<file path="src/rtl/bus_master_serializer_if.sv">
// Request/bus signal bundle for the serial bus master.
// master modport is the serializer's view; slave is the requester/arbiter/decoder side.
interface bus_master_serializer_if;
  logic        req_valid;
  logic        req_ready;
  logic [15:0] req_addr;
  logic [7:0]  req_wdata;
  logic        bus_req;
  logic        bus_grant;
  logic        bus_data_out;
  logic        bus_data_out_valid;
  logic        bus_mode;
  logic        busy;
  logic        done;

  modport master (
    input  req_valid, req_addr, req_wdata, bus_grant,
    output req_ready, bus_req, bus_data_out, bus_data_out_valid,
           bus_mode, busy, done
  );

  modport slave (
    output req_valid, req_addr, req_wdata, bus_grant,
    input  req_ready, bus_req, bus_data_out, bus_data_out_valid,
           bus_mode, busy, done
  );
endinterface

</file>
<file path="src/rtl/bus_master_serializer.sv">
// Serializes one 16-bit address then 8-bit write data, LSB first, onto a granted 1-bit bus.
// Frame: 1 REQ cycle, 16 addr + 8 data bit cycles (stretched by grant loss), 1 DONE cycle.
module bus_master_serializer (
  input  logic                           clk,
  input  logic                           rst_n,
  bus_master_serializer_if.master        bus
);

  typedef enum logic [2:0] {
    IDLE = 3'd0,
    REQ  = 3'd1,
    ADDR = 3'd2,
    DATA = 3'd3,
    DONE = 3'd4
  } state_t;

  state_t      state;
  state_t      state_nxt;
  logic [15:0] addr_sr;
  logic [7:0]  data_sr;
  logic [4:0]  bit_cnt;
  logic        accept;
  logic        shift_en;

  assign accept   = (state == IDLE) && bus.req_valid;
  // A bit is only consumed on cycles where it was actually presented with grant.
  assign shift_en = ((state == ADDR) || (state == DATA)) && bus.bus_grant;

  always_ff @(posedge clk or negedge rst_n) begin
    if (!rst_n) begin
      state <= IDLE;
    end else begin
      state <= state_nxt;
    end
  end

  always_comb begin
    state_nxt = state;
    case (state)
      IDLE: if (bus.req_valid) state_nxt = REQ;
      REQ:  if (bus.bus_grant) state_nxt = ADDR;
      ADDR: if (bus.bus_grant && (bit_cnt == 5'd15)) state_nxt = DATA;
      DATA: if (bus.bus_grant && (bit_cnt == 5'd7))  state_nxt = DONE;
      DONE: state_nxt = IDLE;
      default: state_nxt = IDLE;
    endcase
  end

  always_comb begin
    bus.req_ready          = 1'b0;
    bus.bus_req            = 1'b0;
    bus.bus_data_out       = 1'b0;
    bus.bus_data_out_valid = 1'b0;
    bus.bus_mode           = 1'b0;
    bus.busy               = 1'b1;
    bus.done               = 1'b0;
    case (state)
      IDLE: begin
        bus.req_ready = 1'b1;
        bus.busy      = 1'b0;
      end
      REQ: begin
        bus.bus_req = 1'b1;
      end
      ADDR: begin
        bus.bus_req            = 1'b1;
        bus.bus_data_out       = addr_sr[0];
        bus.bus_data_out_valid = bus.bus_grant;
      end
      DATA: begin
        bus.bus_req            = 1'b1;
        bus.bus_data_out       = data_sr[0];
        bus.bus_data_out_valid = bus.bus_grant;
        bus.bus_mode           = 1'b1;
      end
      DONE: begin
        bus.done = 1'b1;
      end
      default: begin
        bus.busy = 1'b1;
      end
    endcase
  end

  always_ff @(posedge clk or negedge rst_n) begin
    if (!rst_n) begin
      addr_sr <= 16'd0;
      data_sr <= 8'd0;
      bit_cnt <= 5'd0;
    end else if (accept) begin
      addr_sr <= bus.req_addr;
      data_sr <= bus.req_wdata;
      bit_cnt <= 5'd0;
    end else if (shift_en) begin
      if (state == ADDR) begin
        addr_sr <= {1'b0, addr_sr[15:1]};
        bit_cnt <= (bit_cnt == 5'd15) ? 5'd0 : bit_cnt + 5'd1;
      end else begin
        data_sr <= {1'b0, data_sr[7:1]};
        bit_cnt <= bit_cnt + 5'd1;
      end
    end
  end

endmodule

</file>
<file path="src/flat_wrapper.sv">
// flat-port wrapper written by rule: the top's interface ports become plain ports
module bus_master_serializer_flat 
  (clk, rst_n, bus_req_valid, bus_req_addr, bus_req_wdata, bus_bus_grant, bus_req_ready, bus_bus_req, bus_bus_data_out, bus_bus_data_out_valid, bus_bus_mode, bus_busy, bus_done);
  bus_master_serializer_if bus_i ();
  input  logic clk;
  input  logic rst_n;
  input wire logic [$bits(bus_i.req_valid)-1:0] bus_req_valid;
  input wire logic [$bits(bus_i.req_addr)-1:0] bus_req_addr;
  input wire logic [$bits(bus_i.req_wdata)-1:0] bus_req_wdata;
  input wire logic [$bits(bus_i.bus_grant)-1:0] bus_bus_grant;
  output wire logic [$bits(bus_i.req_ready)-1:0] bus_req_ready;
  output wire logic [$bits(bus_i.bus_req)-1:0] bus_bus_req;
  output wire logic [$bits(bus_i.bus_data_out)-1:0] bus_bus_data_out;
  output wire logic [$bits(bus_i.bus_data_out_valid)-1:0] bus_bus_data_out_valid;
  output wire logic [$bits(bus_i.bus_mode)-1:0] bus_bus_mode;
  output wire logic [$bits(bus_i.busy)-1:0] bus_busy;
  output wire logic [$bits(bus_i.done)-1:0] bus_done;
  assign bus_i.req_valid = bus_req_valid;
  assign bus_i.req_addr = bus_req_addr;
  assign bus_i.req_wdata = bus_req_wdata;
  assign bus_i.bus_grant = bus_bus_grant;
  assign bus_req_ready = bus_i.req_ready;
  assign bus_bus_req = bus_i.bus_req;
  assign bus_bus_data_out = bus_i.bus_data_out;
  assign bus_bus_data_out_valid = bus_i.bus_data_out_valid;
  assign bus_bus_mode = bus_i.bus_mode;
  assign bus_busy = bus_i.busy;
  assign bus_done = bus_i.done;
  bus_master_serializer u_core (.clk(clk), .rst_n(rst_n), .bus(bus_i));
endmodule
</file>
<file path="config.mk">
export PLATFORM = sky130hd
export DESIGN_NAME = bus_master_serializer_flat
export DESIGN_NICKNAME = d
export VERILOG_FILES = /design/src/rtl/bus_master_serializer_if.sv /design/src/rtl/bus_master_serializer.sv /design/src/flat_wrapper.sv
export SDC_FILE = /design/constraint.sdc
export NUM_CORES = 1
export LEC_CHECK = 0
export BUFFER_PORTS_ARGS = -buffer_cell sky130_fd_sc_hd__buf_2
export CAP_MARGIN = 10
export CORE_UTILIZATION = 48
export CTS_CLUSTER_DIAMETER = 80
export DETAILED_ROUTE_END_ITERATION = 6
export PLACE_DENSITY = 0.76
export RECOVER_POWER = 100
export SYNTH_ARGS = -nofsm -noshare
export SYNTH_HDL_FRONTEND = slang
export SYNTH_SLANG_ARGS = --single-unit
</file>
<file path="constraint.sdc">
create_clock -name clk -period 1.5 [get_ports clk]
set_clock_uncertainty 0.05 [all_clocks]
set_input_delay 0.15 -clock clk [delete_from_list [all_inputs] [get_ports clk]]
set_output_delay 0.15 -clock clk [all_outputs]
set_load 0.05 [all_outputs]
</file>
# ---- Word level (Yosys, flattened, before mapping)
# Cells that the tools add are included.
dict set report classes {
  n_reduce_logical 13
  n_addsub 1
  n_eq_ne 11
  n_mux 22
}
# operator count
set op_table {}
lappend op_table {{16-bit 2-to-1 mux} 3}
lappend op_table {{8-bit 2-to-1 mux} 3}
lappend op_table {{5-bit 2-to-1 mux} 4}
lappend op_table {{3-bit 2-to-1 mux} 4}
lappend op_table {{3-bit case mux with 4 select lines} 1}
lappend op_table {{2-bit != test (second input constant)} 4}
lappend op_table {{3-bit by 2-bit equality test with 1-bit output (second input constant)} 2}
lappend op_table {{1-bit 2-to-1 mux} 6}
lappend op_table {{5-bit by 1-bit adder with 5-bit output (second input constant)} 1}
lappend op_table {{5-bit by 3-bit equality test with 1-bit output (second input constant)} 1}
lappend op_table {{5-bit by 4-bit equality test with 1-bit output (second input constant)} 1}
lappend op_table {{1-bit logical AND} 4}
lappend op_table {{2-bit AND reduction} 2}
lappend op_table {{4-bit AND reduction} 1}
lappend op_table {{2-bit nonzero test} 2}
lappend op_table {{3-bit by 1-bit equality test with 1-bit output (second input constant)} 1}
lappend op_table {{3-bit equality test (second input constant)} 1}
lappend op_table {{3-bit logical NOT} 1}
lappend op_table {{3-bit OR reduction} 1}
lappend op_table {{2-bit by 1-bit != test with 1-bit output (second input constant)} 1}
lappend op_table {{1-bit case mux with 2 select lines} 1}
lappend op_table {{2-bit OR reduction} 1}
lappend op_table {{1-bit logical OR} 1}
dict set report totals {
  inputBits 28
  wordCells 51
  ff_bits 32
}

# ---- Depth between registers and ports, before layout
# Gate-level depths: netlist (run 1).
dict set report logic_depth {
  depth_word 5
  mapped_depth 6
  mapped_depth_nobuf 5
}

# ---- Least setup slack after synthesis (run 1)
# OpenSTA, ideal clock, no wires.
dict set report synth_path {
  kind {reg2out}
  from {register u_core.state[2]}
  to {output bus_busy}
  t_required_ns 1.300
  setup_slack_ns -1.097
  n_path_buf 1
  t_arrival_ns 2.397
  stages_incl_launch_ff 4
  cell_sequence {dfrtp_1 > clkbuf_1 > nor3_1 > inv_1}
}
dict set report synth_between {
  elab_chain_cells 2
}
# item line
set synth_rtl {}
lappend synth_rtl {{from (decl)} bus_master_serializer.sv:17} ;# state_t state;
lappend synth_rtl {{from (signal assigned)} bus_master_serializer.sv:33} ;# state <= state_nxt;
lappend synth_rtl {{3-bit logical NOT} bus_master_serializer.sv:57} ;# case (state)
lappend synth_rtl {{1-bit 2-to-1 mux} bus_master_serializer.sv:57}
lappend synth_rtl {{to (decl)} flat_wrapper.sv:16} ;# output wire logic [$bits(bus_i.busy)-1:0] bus_busy;
# Every way passes these cells.

# ---- Worst setup path after layout (run 1)
dict set report layout_path {
  from {register u_core.state[0]}
  to {output bus_bus_data_out}
}
dict set report layout_between {
  elab_chain_cells 2
  word_cells_on_any_way 3
}
# item line
set layout_rtl {}
lappend layout_rtl {{3-bit by 2-bit equality test with 1-bit output} bus_master_serializer.sv:57}
lappend layout_rtl {{1-bit case mux with 2 select lines (*)} bus_master_serializer.sv:57}
lappend layout_rtl {{to (decl)} flat_wrapper.sv:13} ;# output wire logic [$bits(bus_i.bus_data_out)-1:0] bus_bus_data_out;
# Mark *: on every way between the ends. The rest lies on a longest branch, timed or not.

==> metrics.yaml, run 1 <==
antenna_found_initial: 0
yosys-mux-area-fraction: 0.129
syn_nets: 193
syn_to_final_growth_pct: 36.6
maxCapViolations: 0
critPathBufInv: 2
worst_slew_pin_slew_ps: 764
violations: "setup timing"
vias: 1385
fmax_mhz: 619
path_max_fanout: 4
drc: 0
yosys_warnings: 0
crit_top_cell: "buf_6"
synth-compound-area-share: 0.134
wire_per_inst_um: 14.3
die-area_um2: 3630
yosys.area_share.simple: 0.164
synth_flop_cell: "dfrtp_1"
dp.cells: 242
die_w_um: 60.3
num_antenna_cells: 0
hpwl_um: 2300
maxSlewViolCount: 0
ys_seq_area_frac: 0.492
clkTransAtPathRegs_ps: 100
whs_ps: 55.9
r2r_end: "u_core.bit_cnt[3]"
synth-xor-area-share: 0.0215
cp_data_arrival_time_ps: 1420
multi_input_area_um2: 817
grtUsageTotal: 0.240
overflow: 0
ios: 35
h-tree-depth: 2
r2r-start: "u_core.bit_cnt[0]"
drt_pass1_iterations: 4
min_path_type: "input pin to flop"
period_needed_ps: 1620
post-route-util: 0.711
setup_ws_ps: -116
async_flop_share: 1.00
crit_type: "flop to primary output"
r2r_cells: 5
cts_sinks: 32
root_buffer: "clkbuf_4"
crit_path_start_kind: "flop"
relSlewSlack: 0.491
worstSkewPairLatency_ps: 330
post_drt_via_cell_ratio: 5.33
gp_congestion: 0.803
cp.depth: 4
status: "complete, but fails checks"
hold_depth: 3
finalCritPeriodShare: 1.08
synthAdderAreaFrac: 0.00768
syn_area_per_cell_um2: 9.93
path_delay_family: "flip-flops"
fillers: 247
synth_edf_count: 0
rsz0062_at_grt: "true"
synth-seq-cells: 32
hold_viol: 0
instances_no_fill: 260
top_usage_layer: "met2"
port_buffers: 34
drt_iter0_markers: 54
synth_cells: 164
synth_area_um2: 1630
layout-drive-gt1-share: 0.380
ir_drop_uv: 974
min_from: "bus_req_addr[14]"
cpPeakStageDelay_ps: 460
met3_usage: 0.0779
grt_util_met1: 0.261
start_util: 0.521
grt_pass1_vias: 1424
final_nets: 245
numCtsBuffers: 5
clockBufferDepth: 2
core-area_um2: 3130
place_ws_ps: -59.0
worstPathCellList: "buf_6 -> mux2i_1 -> nor3b_2 -> buf_6"
r2r_slack_ps: -40
met2_usage: 0.411
synth_cell_type_count: 33
wl_um: 3720
seqCellArea_um2: 805
setup_viol: 28
slowest_stage: "dfrtp_2"
worstPathRequired_ps: 1300
layout_common_cells: "nor2_1, dfrtp_1, buf_2, a21oi_1, mux2i_1"
num_rows: 20
synth_top_family_by_area: "simple AND/OR/NAND/NOR gates"
grt_pass1_wl_um: 6230
drtAntennaViolNets: 0
leakagePower_nw: 0.956
cp-end-kind: "primary output"
grt_max_degree: 33
cts_tree: "built"
die_h_um: 60.3
holdPathEnd: "u_core.addr_sr[14]"
powerDensity_nw_per_um2: 2000
layout make-up:
type | count | share of cell area
timing repair buffer | 57 | 0.219
tap | 44 | 0.0247
inverter | 4 | 0.00675
clock buffer | 6 | 0.0186
sequential | 32 | 0.362
multi-input combinational | 116 | 0.367
clock inverter | 1 | 0.00225
Yosys cell counts (3+ instances only):
cell      instances  area [um^2]
a21oi_1          27          135
dfrtp_1          32          801
mux2i_1          21          210
inv_1             4         15.0
xor2_1            3         26.3
nand2_1           5         18.8
o21ai_0           3         15.0
clkbuf_1          4         15.0
buf_2             3         15.0
nand3_1           3         15.0
nor2_1           31          116
stage by stage:
stage | power (mW) | cell area [um^2] | TNS [ps]
6_report | 4.46 | 2220 | -1080
5_1_grt | 4.78 | 2220 | -3500
2_1_floorplan | 2.96 | 1660 | -945
3_5_place_dp | 3.48 | 1920 | -641
3_3_place_gp | 3.38 | 1920 | 0
4_1_cts | 4.35 | 2170 | -614
state kept, by name, summed over array words and instances, names as in the netlist:
register,flops
u_core.addr_sr,16
u_core.data_sr,8
u_core.bit_cnt,5
u_core.state,3
logic make-up (layout without fill, tap and decap cells):
family | count (synthesis) | in the layout
and+or+nand+nor | 52 | 52
adders and majority gates | 1 | 1
DFF | 32 | 32
AOI/OAI and AO/OA | 38 | 38
xor gates and xnor gates | 4 | 4
buffers and inverters | 16 | 68
muxes | 21 | 21
power breakdown:
| group | leakage (nW) | switching (mW) | internal [mW] |
|---|---|---|---|
| Combinational | 0.571 | 1.34 | 1.21 |
| Clock | 0.0281 | 0.275 | 0.172 |
| Sequential | 0.357 | 0.254 | 1.21 |
worst max path at each step:
stage / from / endpoint / slack (ps)
after floorplan: u_core.state[2] / bus_busy / -270
after global placement: u_core.state[1] / u_core.bit_cnt[4] / 40
after detailed placement: u_core.state[1] / u_core.bit_cnt[3] / -60
after CTS: u_core.state[0] / bus_bus_data_out / -130
after global routing: u_core.state[0] / bus_bus_data_out / -170
final: u_core.state[0] / bus_bus_data_out / -120
per-layer routing:
| metal | up-vias | share of wire |
|---|---|---|
| met2 | 34 | 0.53 |
| li1 | 668 | - |
| met3 | 8 | 0.048 |
| met1 | 675 | 0.40 |
| met5 | - | 0 |
| met4 | 0 | 0.019 |
worst min-delay path, delay by kind of cell:
family	cells	cell delay (ps)
buf+inv	1	70
compound gates	2	170
timing repair:
action / 4_1_cts / 5_1_grt
pin swaps: 4 / 5
hold buffers: 3 / 0
gates cloned: 1 / 0
setup endpoints to repair: 31 / 35
resized for setup: 32 / 16
buffers inserted: 5 / 2
hold endpoints to repair: 34 / 0
Note: power is estimated with default switching activity, not from simulation.
==> run 2: changes to the inputs <==
Settings changed: CAP_MARGIN 10 to 0, CORE_UTILIZATION 48 to 42, PLACE_DENSITY 0.76 to 0.68.
==> run 2 against run 1 <==
  * The flow still finishes with violations (setup timing)
  * Cell count is 0.77% higher
  * Register-to-register slack lost 70 ps
  * Worst setup slack improved by 11 ps
  * Die area is 14% higher
  * Sequential cell count unchanged
  * Clock-buffer cell count is 1 lower
  * Total power grew 9.9%
  * First-iteration DRC count up 39%
  * Critical path depth is 2 higher
  * Via count up 0.65%
  * Final area is 6.5% higher
  * Global-route usage decreased by 3.4 points
  * Largest power group unchanged
==> metrics.yaml, run 2 (synthesis results as in run 1) <==
status: "complete, but fails checks"
violations: "setup timing"
ir_drop_uv: 983
clkTransAtPathRegs_ps: 60
largest_register_ffs: 16
r2r-start: "u_core.state[1]"
core-area_um2: 3690
crit_type: "flop to flop"
wire_per_inst_um: 15.4
start_util: 0.442
min_path_type: "input pin to flop"
drt_iter0_markers: 75
fin_area_um2: 2370
cp-end-kind: "flop"
die_w_um: 64.3
cp_data_arrival_time_ps: 1710
layout_common_cells: "dfrtp_1, nor2_1, buf_2, mux2i_1, a21oi_1"
final_nets: 245
period_needed_ps: 1610
worst_slew_pin_slew_ps: 799
reg_top3: "u_core.addr_sr: 16 flops, u_core.data_sr: 8 flops, u_core.bit_cnt: 5 flops"
whs_ps: 45.4
hold_depth: 3
numCtsBuffers: 5
min_from: "bus_req_addr[15]"
cts_tree: "built"
grtUsageTotal: 0.206
grt_pass1_vias: 1402
setup_ws_ps: -105
hpwl_um: 2230
ios: 35
relSlewSlack: 0.467
drc: 0
num_rows: 22
final_common_cell: "dfrtp_1"
post-route-util: 0.642
path_max_fanout: 7
num_antenna_cells: 0
powerDensity_nw_per_um2: 2070
fmax_mhz: 623
clockBufferDepth: 2
vias: 1394
cpPeakStageDelay_ps: 450
worstPathCellList: "nor4b_4 -> buf_6 -> buf_12 -> buf_16 -> mux2i_1 -> a21oi_1"
r2r_end: "u_core.data_sr[4]"
cts_sinks: 32
grt_pass1_wl_um: 6420
layout-drive-gt1-share: 0.421
antenna_found_initial: 0
port_buffers: 34
postPlaceCellArea_um2: 1890
worstSkewPairLatency_ps: 270
worstPathRequired_ps: 1600
wl_um: 4040
crit_path_start_kind: "flop"
finalCritPeriodShare: 1.07
grt_max_degree: 33
hold_viol: 0
r2r_slack_ps: -110
die_h_um: 64.3
holdPathEnd: "u_core.addr_sr[15]"
rsz0062_at_grt: "true"
h-tree-depth: 2
die-area_um2: 4130
leakagePower_nw: 0.999
regMostFlops: "u_core.addr_sr"
drtAntennaViolNets: 0
setup_viol: 27
gp_congestion: 0.771
syn_to_final_growth_pct: 45.4
root_buffer: "clkbuf_8"
maxSlewViolCount: 0
maxCapViolations: 0
slowest_stage: "dfrtp_2"
drt_pass1_iterations: 4
post_drt_via_cell_ratio: 5.32
overflow: 0
r2r_cells: 6
run 2: changes by cell type in the layout (fill, tap and decap cells not counted), sizes merged:
cell and change:
clkinv -1, buf +1, dlygate4sd3 -2
run 2: cell type report:
cell class / count / area (um^2)
Fill cell: 293 / 1320
Timing Repair Buffer: 57 / 552
Sequential cell: 32 / 803
Clock buffer: 5 / 68.8
Multi-Input combinational cell: 116 / 870
Tap cell: 48 / 60.1
Inverter: 4 / 15.0
run 2: worst max path at each step:
stage                              to            start
floorplan                    bus_busy  u_core.state[2]
global placement    u_core.bit_cnt[3]  u_core.state[0]
detailed placement  u_core.data_sr[1]  u_core.state[0]
CTS                  bus_bus_data_out  u_core.state[0]
global route        u_core.data_sr[2]  u_core.state[2]
finish              u_core.data_sr[4]  u_core.state[1]
run 2: repair_timing:
item                       CTS  global route
gates cloned                 3             1
buffers inserted             4             8
hold buffers                 1             0
setup endpoints to repair   17            35
resized for setup           22            31
hold endpoints to repair    32             0
pin swaps                    4            18
run 2: critical path, delay by kind of cell, from the launching register on:
kind | cells | cell delay, ps
buffers and inverters | 3 | 410
AND/OR/NAND/NOR | 1 | 300
AO/OA/AOI/OAI | 1 | 90
flip-flops | 1 | 450
multiplexers | 1 | 180
run 2: metal layers:
metal  global-route usage  share of wire
met5                    0              0
met2                0.328           0.54
met1                0.265           0.42
met4               0.0944         0.0094
met3               0.0464          0.036
run 2: per-stage QoR:
stage / TNS [ps] / setup WS (ps) / cells / power (mW)
3_5_place_dp: -334 / -60.9 / 241 / 3.41
4_1_cts: -1460 / -92.1 / 254 / 4.50
3_3_place_gp: 0 / 12.3 / 241 / 3.30
5_1_grt: -3300 / -194 / 262 / 5.21
6_report: -1100 / -105 / 262 / 4.90
2_1_floorplan: -945 / -275 / 164 / 2.96
run 2: power by group:
part / switching [mW] / internal, mW
Clock: 0.276 / 0.298
Combinational: 1.47 / 1.39
Sequential: 0.252 / 1.22
Total: 2.00 / 2.90
==> run 3: changes to the inputs <==
Settings changed: MAX_ROUTING_LAYER set to met4.
==> run 3 against run 2 <==
  * The flow still finishes with violations (setup timing)
  * Final area unchanged
  * Critical path depth stayed put
  * Sequential cell count is the same
  * Global-route usage grew 0.62 points
  * Critical endpoint unchanged
  * Highest routed layer unchanged
==> metrics.yaml, run 3 (synthesis results as in run 1) <==
vias: 1409
drt_pass1_iterations: 6
r2r_slack_ps: -110
num_antenna_cells: 0
grt_pass1_vias: 1397
grt_pass1_wl_um: 6420
clkTransAtPathRegs_ps: 60
finalCritPeriodShare: 1.07
cts_sinks: 32
regMostFlops: "u_core.addr_sr"
worst_slew_pin_slew_ps: 795
place_ws_ps: -60.9
h-tree-depth: 2
slowest_stage: "dfrtp_2"
layout_common_cells: "dfrtp_1, nor2_1, buf_2, mux2i_1, a21oi_1"
setup_ws_ps: -107
final_nets: 245
cp-end-kind: "flop"
die-area_um2: 4130
fmax_mhz: 622
worstSkewPairLatency_ps: 270
drtAntennaViolNets: 0
crit_path_start_kind: "flop"
cp_data_arrival_time_ps: 1710
status: "complete, but fails checks"
leakagePower_nw: 0.999
num_rows: 22
path_max_fanout: 7
drt_iter0_markers: 73
port_buffers: 34
wire_per_inst_um: 15.5
die_w_um: 64.3
worstPathCellList: "nor4b_4 -> buf_6 -> buf_12 -> buf_16 -> mux2i_1 -> a21oi_1"
crit_type: "flop to flop"
critPathBufInv: 3
clockBufferDepth: 2
powerDensity_nw_per_um2: 2070
overflow: 0
drc: 0
grtUsageTotal: 0.212
fillers: 293
setup_viol: 29
period_needed_ps: 1610
die_h_um: 64.3
post_drt_via_cell_ratio: 5.38
final_common_cell: "dfrtp_1"
grt_max_degree: 33
violations: "setup timing"
reg_top3: "u_core.addr_sr: 16 flops, u_core.data_sr: 8 flops, u_core.bit_cnt: 5 flops"
hold_viol: 0
syn_to_final_growth_pct: 45.4
layout-drive-gt1-share: 0.421
wl_um: 4060
hpwl_um: 2230
numCtsBuffers: 5
antenna_found_initial: 0
path_delay_family: "flip-flops"
gp_congestion: 0.781
start_util: 0.442
min_path_type: "input pin to flop"
cts_tree: "built"
core-area_um2: 3690
worstPathRequired_ps: 1600
ir_drop_uv: 983
setup_tns_ps: -1140
rsz0062_at_grt: "true"
largest_register_ffs: 16
root_buffer: "clkbuf_8"
relSlewSlack: 0.470
maxSlewViolCount: 0
post-route-util: 0.642
ios: 35
maxCapViolations: 0
cpPeakStageDelay_ps: 450
==> run 3: cell counts in the layout (fill, tap and decap cells not counted) <==
Identical to the previous run, type by type.
==> run 3: final cells by class <==
type / count / area, um^2 / area share
Clock buffer: 5 / 68.8 / 0.0291
Inverter: 4 / 15.0 / 0.00634
Multi-Input combinational cell: 116 / 870 / 0.367
Sequential cell: 32 / 803 / 0.339
Tap cell: 48 / 60.1 / 0.0254
Timing Repair Buffer: 57 / 552 / 0.233
==> run 3: worst paths after layout <==
kind	endpoint	startpoint	depth (start not counted)
worst min register to register	u_core.addr_sr[13]	u_core.addr_sr[13]	2
worst max-delay path	u_core.data_sr[4]	u_core.state[1]	6
worst max register to register	u_core.data_sr[4]	u_core.state[1]	6
worst min-delay path	u_core.addr_sr[15]	bus_req_addr[15]	3
max in group asynchronous	u_core.state[1]	rst_n	2
min in group asynchronous	u_core.bit_cnt[2]	rst_n	2
==> run 3: where the power goes <==
part,switching (mW),internal (mW)
sequential,0.251,1.22
combinational,1.48,1.39
clock,0.275,0.298
==> run 3: timing repair <==
item	CTS	global route
cloned	3	1
setup buffers	4	8
endpoints found under the setup margin	17	35
resized for setup	22	31
hold buffers	1	0
endpoints found under the hold margin	32	0
pin swaps	4	18
==> run 3: metal layers <==
layer | global-route usage | wire (um) | share of wire | up-vias
li1 | - | - | - | 664
met1 | 0.270 | 1700 | 0.42 | 707
met2 | 0.324 | 2180 | 0.54 | 33
met3 | 0.0464 | 130 | 0.032 | 5
met4 | 0.0944 | 48 | 0.012 | 0
met5 | - | 0 | 0 | -
==> run 3: worst register-to-register path, stage by stage, from the launching register on <==
cell,delay [ps]
dfrtp_2,450
nor4b_4,300
buf_6,180
buf_12,120
buf_16,120
mux2i_1,180
a21oi_1,90
==> run 3: through the flow <==
stage / hold WS [ps] / std cells / area (um^2) / power (mW)
2_1_floorplan: -196 / 164 / 1660 / 2.96
3_3_place_gp: 182 / 241 / 1890 / 3.30
3_5_place_dp: 195 / 241 / 1890 / 3.41
4_1_cts: 40.9 / 254 / 2180 / 4.50
5_1_grt: 49.1 / 262 / 2370 / 5.21
6_report: 46.3 / 262 / 2370 / 4.91
